==> src/rtl/kv_refill_ctrl.sv <==
// Cache line refill controller: LRU touch on hits, victim pick,
// memory request and beat-by-beat data-array fill on misses.
module kv_refill_ctrl #(
   parameter int BEATS = 4
) (
   input  logic                       i_clk,
   input  logic                       i_rstn,
   input  logic                       i_req_valid,
   input  logic [3:0]                 i_req_index,
   input  logic [3:0]                 i_hitway,
   output logic                       o_req_ready,
   output logic [3:0]                 o_lru_index,
   input  logic [3:0]                 i_killmask,
   input  logic [3:0]                 i_validmask,
   output logic                       o_lru_upd_valid,
   output logic [3:0]                 o_lru_hitway,
   output logic                       o_mem_req_valid,
   input  logic                       i_mem_req_ready,
   output logic [3:0]                 o_mem_req_index,
   input  logic                       i_mem_resp_valid,
   output logic                       o_fill_we,
   output logic [3:0]                 o_fill_way,
   output logic [$clog2(BEATS)-1:0]   o_fill_beat,
   output logic                       o_done,
   output logic                       o_err
);

   localparam int BW = $clog2(BEATS);
   localparam logic [BW-1:0] LAST = BW'(BEATS - 1);

   typedef enum logic [2:0] {
      S_IDLE,
      S_VICTIM,
      S_MEMREQ,
      S_FILL,
      S_UPDATE
   } state_e;

   state_e        state_q, state_d;
   logic [3:0]    idx_q, idx_d;
   logic [3:0]    victim_q, victim_d;
   logic [BW-1:0] beat_q, beat_d;
   logic          hit_upd_q, hit_upd_d;
   logic [3:0]    hit_way_q, hit_way_d;
   logic [3:0]    hit_idx_q, hit_idx_d;
   logic          err_q, err_d;

   logic          accept;
   logic          hit_onehot;
   logic          is_miss;
   logic          resp_beat;
   logic [3:0]    victim_sel;

   function automatic logic is_onehot(input logic [3:0] v);
      return (v != 4'd0) && ((v & (v - 4'd1)) == 4'd0);
   endfunction

   assign accept     = i_req_valid && (state_q == S_IDLE);
   assign hit_onehot = is_onehot(i_hitway);
   assign is_miss    = (i_hitway == 4'd0);
   assign resp_beat  = (state_q == S_FILL) && i_mem_resp_valid;

   // Free ways win over the LRU victim; a corrupt killmask falls back to way 0.
   always_comb begin
      victim_sel = 4'b0001;
      priority case (1'b1)
         !i_validmask[0]:          victim_sel = 4'b0001;
         !i_validmask[1]:          victim_sel = 4'b0010;
         !i_validmask[2]:          victim_sel = 4'b0100;
         !i_validmask[3]:          victim_sel = 4'b1000;
         is_onehot(i_killmask):    victim_sel = i_killmask;
         default:                  victim_sel = 4'b0001;
      endcase
   end

   always_ff @(posedge i_clk or negedge i_rstn) begin
      if (!i_rstn) begin
         state_q   <= S_IDLE;
         idx_q     <= 4'd0;
         victim_q  <= 4'd0;
         beat_q    <= '0;
         hit_upd_q <= 1'b0;
         hit_way_q <= 4'd0;
         hit_idx_q <= 4'd0;
         err_q     <= 1'b0;
      end else begin
         state_q   <= state_d;
         idx_q     <= idx_d;
         victim_q  <= victim_d;
         beat_q    <= beat_d;
         hit_upd_q <= hit_upd_d;
         hit_way_q <= hit_way_d;
         hit_idx_q <= hit_idx_d;
         err_q     <= err_d;
      end
   end

   always_comb begin
      state_d = state_q;
      unique case (state_q)
         S_IDLE: begin
            if (accept && is_miss) state_d = S_VICTIM;
         end
         S_VICTIM: state_d = S_MEMREQ;
         S_MEMREQ: begin
            if (i_mem_req_ready) state_d = S_FILL;
         end
         S_FILL: begin
            if (resp_beat && (beat_q == LAST)) state_d = S_UPDATE;
         end
         S_UPDATE: state_d = S_IDLE;
         default:  state_d = S_IDLE;
      endcase
   end

   always_comb begin
      idx_d     = idx_q;
      victim_d  = victim_q;
      beat_d    = beat_q;
      hit_upd_d = 1'b0;
      hit_way_d = hit_way_q;
      hit_idx_d = hit_idx_q;
      err_d     = 1'b0;
      if (accept) begin
         if (hit_onehot) begin
            hit_upd_d = 1'b1;
            hit_way_d = i_hitway;
            hit_idx_d = i_req_index;
         end else if (is_miss) begin
            idx_d = i_req_index;
         end else begin
            err_d = 1'b1;
         end
      end
      if (state_q == S_VICTIM) victim_d = victim_sel;
      if (resp_beat) begin
         beat_d = (beat_q == LAST) ? '0 : beat_q + BW'(1);
      end
   end

   always_comb begin
      o_req_ready     = (state_q == S_IDLE);
      o_lru_upd_valid = hit_upd_q || (state_q == S_UPDATE);
      o_lru_index     = hit_upd_q ? hit_idx_q : idx_q;
      o_lru_hitway    = 4'd0;
      if (hit_upd_q)                o_lru_hitway = hit_way_q;
      else if (state_q == S_UPDATE) o_lru_hitway = victim_q;
      o_mem_req_valid = (state_q == S_MEMREQ);
      o_mem_req_index = idx_q;
      o_fill_we       = resp_beat;
      o_fill_way      = (state_q == S_FILL) ? victim_q : 4'd0;
      o_fill_beat     = beat_q;
      o_done          = (state_q == S_UPDATE);
      o_err           = err_q;
   end

endmodule

==> config.mk <==
export PLATFORM = sky130hd
export DESIGN_NAME = kv_refill_ctrl
export DESIGN_NICKNAME = d
export VERILOG_FILES = /design/src/rtl/kv_refill_ctrl.sv
export SDC_FILE = /design/constraint.sdc
export NUM_CORES = 1
export LEC_CHECK = 0
export BUFFER_PORTS_ARGS = -buffer_cell sky130_fd_sc_hd__buf_2
export CAP_MARGIN = 5
export CORE_ASPECT_RATIO = 1.2
export CORE_UTILIZATION = 52
export DETAILED_ROUTE_END_ITERATION = 16
export PLACE_DENSITY = 0.83
export SLEW_MARGIN = 5
export SYNTH_ARGS = -nofsm -noshare
export SYNTH_HDL_FRONTEND = slang
export SYNTH_SLANG_ARGS = --single-unit
==> constraint.sdc <==
create_clock -name i_clk -period 2.83 [get_ports i_clk]
set_input_delay 0.4245 -clock i_clk [delete_from_list [all_inputs] [get_ports i_clk]]
set_output_delay 0.4245 -clock i_clk [all_outputs]
set_load 0.01 [all_outputs]
* After elaboration in Yosys (flattened, before gate mapping)
Index checks and enable logic that the tools add are counted.
** Operators by class
- Magnitude comparators :: 0
- $add $sub $neg :: 3
- Multiplexer cells :: 19
- Reductions and logical operators :: 16
- Shift-type cells :: 0
- Equality and inequality tests :: 8
- Div/mod/pow operators :: 0
- Multipliers :: 0
- Bitwise logic cells :: 3
** Operator list (number)
- 4-bit 2-to-1 mux :: 9
- 4-bit logical NOT :: 3
- 3-bit one-hot mux with 4 select lines :: 1
- 3-bit 2-to-1 mux :: 3
- 4-bit AND :: 2
- 4-bit nonzero test :: 2
- 4-bit by 1-bit subtractor with 4-bit output (second input constant) :: 2
- 3-bit by 2-bit equality test with 1-bit output (second input constant) :: 2
- 1-bit logical AND :: 6
- 3-bit AND reduction :: 2
- 1-bit 2-to-1 mux :: 5
- 2-bit by 1-bit inequality test with 1-bit output (second input constant) :: 2
- 3-bit by 1-bit equality test with 1-bit output (second input constant) :: 1
- 3-bit equality test (second input constant) :: 1
- 3-bit logical NOT :: 1
- 2-bit by 1-bit adder with 2-bit output (second input constant) :: 1
- 2-bit equality test (second input constant) :: 1
- 2-bit 2-to-1 mux :: 1
- 2-bit inequality test (second input constant) :: 1
- 2-bit AND reduction :: 1
- 1-bit logical OR :: 1
- 1-bit NOT :: 1
** Word-level totals
- Bits in read-only memories :: 0
- Memories :: 0
- RAM bits :: 0
- Register bits after elaboration :: 23
- Bits in latches :: 0

* Depth between registers and ports, before layout
- Depth after elaboration :: 9
- Gate-level depth with buffers :: 5

* Worst setup path after synthesis
No wires, ideal clock.
- Path type :: reg-to-reg
- From :: register state_q[1]
- To :: register hit_way_q[0]
- Stages on the path, launching flop included :: 4
- Slack :: 1.036 ns
- Data arrival time :: 1.673 ns
- Library setup time :: 0.122 ns
- Path buffers :: 0
- Cells stage by stage :: dfrtp_1 > or4b_4 > or4b_1 > a32o_1
** On the way
- Word-level cells in the longest chain between the ends :: 3
** Ends and longest elaborated chain
- start, declared :: RTL line 39 : state_e state_q, state_d;
- start signal, assigned :: RTL line 87 : state_q <= state_d;
- 3-bit logical NOT :: RTL line 58 : assign accept = i_req_valid && (state_q == S_IDLE);
- 1-bit logical AND :: RTL line 58
- 2-bit AND reduction (no source line)
- end signal, assigned :: RTL line 92 : hit_way_q <= hit_way_d;
- end, declared :: RTL line 44 : logic [3:0] hit_way_q, hit_way_d;
Every way passes these cells.
A chain may end at the register's enable or synchronous reset.

* Final worst setup path
- From :: register state_q[1]
- To :: output port o_lru_hitway[2]
** On the way
- Word-level cells in the longest chain between the ends :: 3
** Ends and longest elaborated chain
- 3-bit equality test :: RTL line 147 : else if (state_q == S_UPDATE) o_lru_hitway = victim_q;
- 4-bit 2-to-1 mux :: RTL line 147
- 4-bit 2-to-1 mux :: RTL line 146 : if (hit_upd_q) o_lru_hitway = hit_way_q;
- end, declared :: RTL line 16 : output logic [3:0] o_lru_hitway,
Every way passes these cells.

==> metrics.md <==
| Metric | Value |
|---|---|
| DP Area | `1500 sq um` |
| Top cell type's share of synthesized area | `45.4%` |
| Hold crit path type | `primary input to asynchronous set/reset pin` |
| Async S/R FF share, synth | `100%` |
| Number of global-route vias before repair | `1057` |
| Synth Instances | `132` |
| Max-slew headroom | `67.0%` |
| Final wirelength | `2620 um` |
| Die Wd | `47.1 um` |
| Sequential element share of the synthesized area | `45.4%` |
| Total chip power | `1.06 mW` |
| Initial DRT Pass Iterations | `4` |
| Number of synthesized flops with an enable pin | `0` |
| Die H | `56.1 um` |
| First-pass GRT wire length | `4220 um` |
| Routed length per instance | `12.8 um` |
| Clock latency at the later pin of the worst-skew pair | `0.31 ns` |
| PwrDens | `694 nW/um^2` |
| Top cells by area, synth | `dfrtp_1, mux2_2, nand2_1, o21ai_0, nor2_1` |
| Row cnt | `19` |
| PostCTS Resize Cnt | `0` |
| Final std cells w/o fill | `204` |
| Most frequent cell after synthesis | `dfrtp_1` |
| Die ar. | `2640 sq um` |
| Layout area overhead | `20.5%` |
| Syn_nets | `154` |
| CP max FO | `8` |
| Post-synth top flop | `dfrtp_1` |
| Worst path arrival time | `1.61 ns` |
| TritonCTS Sinks | `23` |
| First DRT Iteration DRCs | `27` |
| Final Hold Fails | `0` |
| Dpl ws | `0.934 ns` |
| Dominant cell type by area after synthesis | `dfrtp_1` |
| CTS tree | `built` |
| RSZ-0062 raised after global routing | `false` |
| Global route total overflow | `0` |
| Syn. warnings | `0` |
| Post-CTS Hold Fix Bufs | `0` |
| Yosys reg bits | `23` |
| Final Max Tran Viols | `0` |
| I/O pin count | `45` |
| Required time of the critical path | `2.41 ns` |
| Post-CTS setup buffers | `0` |
| Antenna-violating nets left | `0` |
| Setup violations, final | `0` |
| Port buffer count | `44` |
| Net count, final | `196` |
| Largest net degree at the start of global routing | `24` |
| Combinational Power Share | `36.2%` |
| GRT Total Usage | `22.1%` |
| Period minus WS final | `2.03 ns` |
| Post-synthesis cell type count | `33` |
| Core area | `2310 sq um` |
| Maximum operating frequency | `0.492 GHz` |
| Worst setup EP type | `output pin` |
| Cells after DPL | `200` |
| Share of cells above drive strength 1 | `38.2%` |
| Slew of the pin with the lowest slew margin | `0.490 ns` |
| Internal power | `682 uW` |
| Maximum vdd drop | `0.560 mV` |
| Final instance area | `1530 sq um` |
| Clk pwr share | `14.0%` |
| Initial core utilization | `55.0%` |
| Outcome | `finished clean` |
| Residual DRC | `0` |
| HPWL after DPL | `2080 um` |
| CTS Root Cell | `clkbuf_4` |
| TNS Setup | `0 ns` |
| Period utilization | `71.8%` |
| Routability congestion estimate | `0.867` |
| Part of the power in registers | `49.8%` |
| CTS Buf Count | `3` |
| Hold slack | `0.0592 ns` |
| Synthesized area | `1270 sq um` |
| Clk slew on worst S/H paths | `0.12 ns` |
| N_diodes | `0` |
| Psw | `378 uW` |
| Vias per cell | `5.54` |
| Static Leak | `0.796 nW` |
| Max cap viols | `0` |
| Clock tree buffer depth | `2` |
| Final Skew | `0.00180 ns` |
| Crit path kind | `register to output pin` |
| Vias | `1131` |
| Sw frac | `35.7%` |
| Avg Inst Size Synth | `9.60 sq um` |
| Finished Core Util | `66.3%` |
| Final WS setup | `0.799 ns` |
| CP Launch Type | `register` |
| Most frequent cells after synthesis | `dfrtp_1, nand2_1, mux2_2` |
| Initial antenna violation count | `0` |
| H-tree depth | `1` |
| Flop2flop setup slack | `0.93 ns` |
[logic make-up after synthesis]
| logic type | after synthesis | share of synthesized area (%) |
|---|---|---|
| AND/OR/NAND/NOR | 56 | 22.2 |
| AO/OA/AOI/OAI | 23 | 12.4 |
| flip-flops | 23 | 45.4 |
| multiplexers | 15 | 13.2 |
| buffers and inverters | 10 | 2.96 |
| XOR/XNOR | 4 | 2.76 |
| adder cells (fa/ha/maj) | 1 | 0.987 |
[registers in the layout (all words and copies together) (netlist names)]
name             flops
o_fill_beat          2
o_err                1
hit_way_q            4
o_mem_req_index      4
hit_idx_q            4
victim_q             4
state_q              3
hit_upd_q            1
[per-layer routing]
layer	share of wire, %	GRT usage, %
met2	49	35.7
met1	43	26.2
met3	4.4	4.55
met4	3.6	11.8
met5	0	0
[power by group through the flow]
stage / Sequential [mW] / Clock [mW] / Combinational (mW)
6_report: 0.528 / 0.148 / 0.384
5_1_grt: 0.544 / 0.165 / 0.421
4_1_cts: 0.526 / 0.152 / 0.389
3_5_place_dp: 0.533 / 0 / 0.386
3_3_place_gp: 0.523 / 0 / 0.367
2_1_floorplan: 0.518 / 0 / 0.245
[path summary, 6_finish.rpt]
| kind | start | endpoint | cells past startpoint |
|---|---|---|---|
| worst max-delay path | state_q[1]$_DFFE_PN0P_ | o_lru_hitway[2] | 5 |
| worst min-delay path | i_rstn | o_mem_req_index[3]$_DFFE_PN0P_ | 1 |
| worst max register to register | state_q[1]$_DFFE_PN0P_ | hit_way_q[0]$_DFFE_PN0P_ | 3 |
| worst min register to register | hit_way_q[3]$_DFFE_PN0P_ | hit_way_q[3]$_DFFE_PN0P_ | 1 |
| max in group asynchronous | i_rstn | o_fill_beat[1]$_DFFE_PN0P_ | 1 |
| min in group i_clk | i_req_index[2] | o_mem_req_index[2]$_DFFE_PN0P_ | 2 |
[layout by cell type (no fill, tap or decap), types with 3 or more instances in the layout]
cell,synthesis,routed
o21ai_0,10,10
and2_1,5,5
inv_1,3,3
clkbuf_4,0,3
a32o_1,3,3
xnor2_1,3,3
nor2_1,13,13
buf_2,0,44
nand2_1,20,20
nand3_1,4,4
mux2_2,14,14
dfrtp_1,23,23
[worst max-delay path, cell delays in order, from the launching register on]
cell,delay [ns]
dfrtp_1,0.47
nor2_1,0.21
and2_1,0.24
nand2_1,0.08
o21ai_0,0.14
buf_2,0.16
[final cells by class]
type	instances	area [sq um]
inverter	3	11.3
clock buffer	3	22.5
fill	202	778
tap	31	38.8
multi-input combinational	99	654
clock inverter	1	5.00
sequential	23	576
timing repair buffer	44	220
No activity file was read; power rests on OpenSTA's default activity.
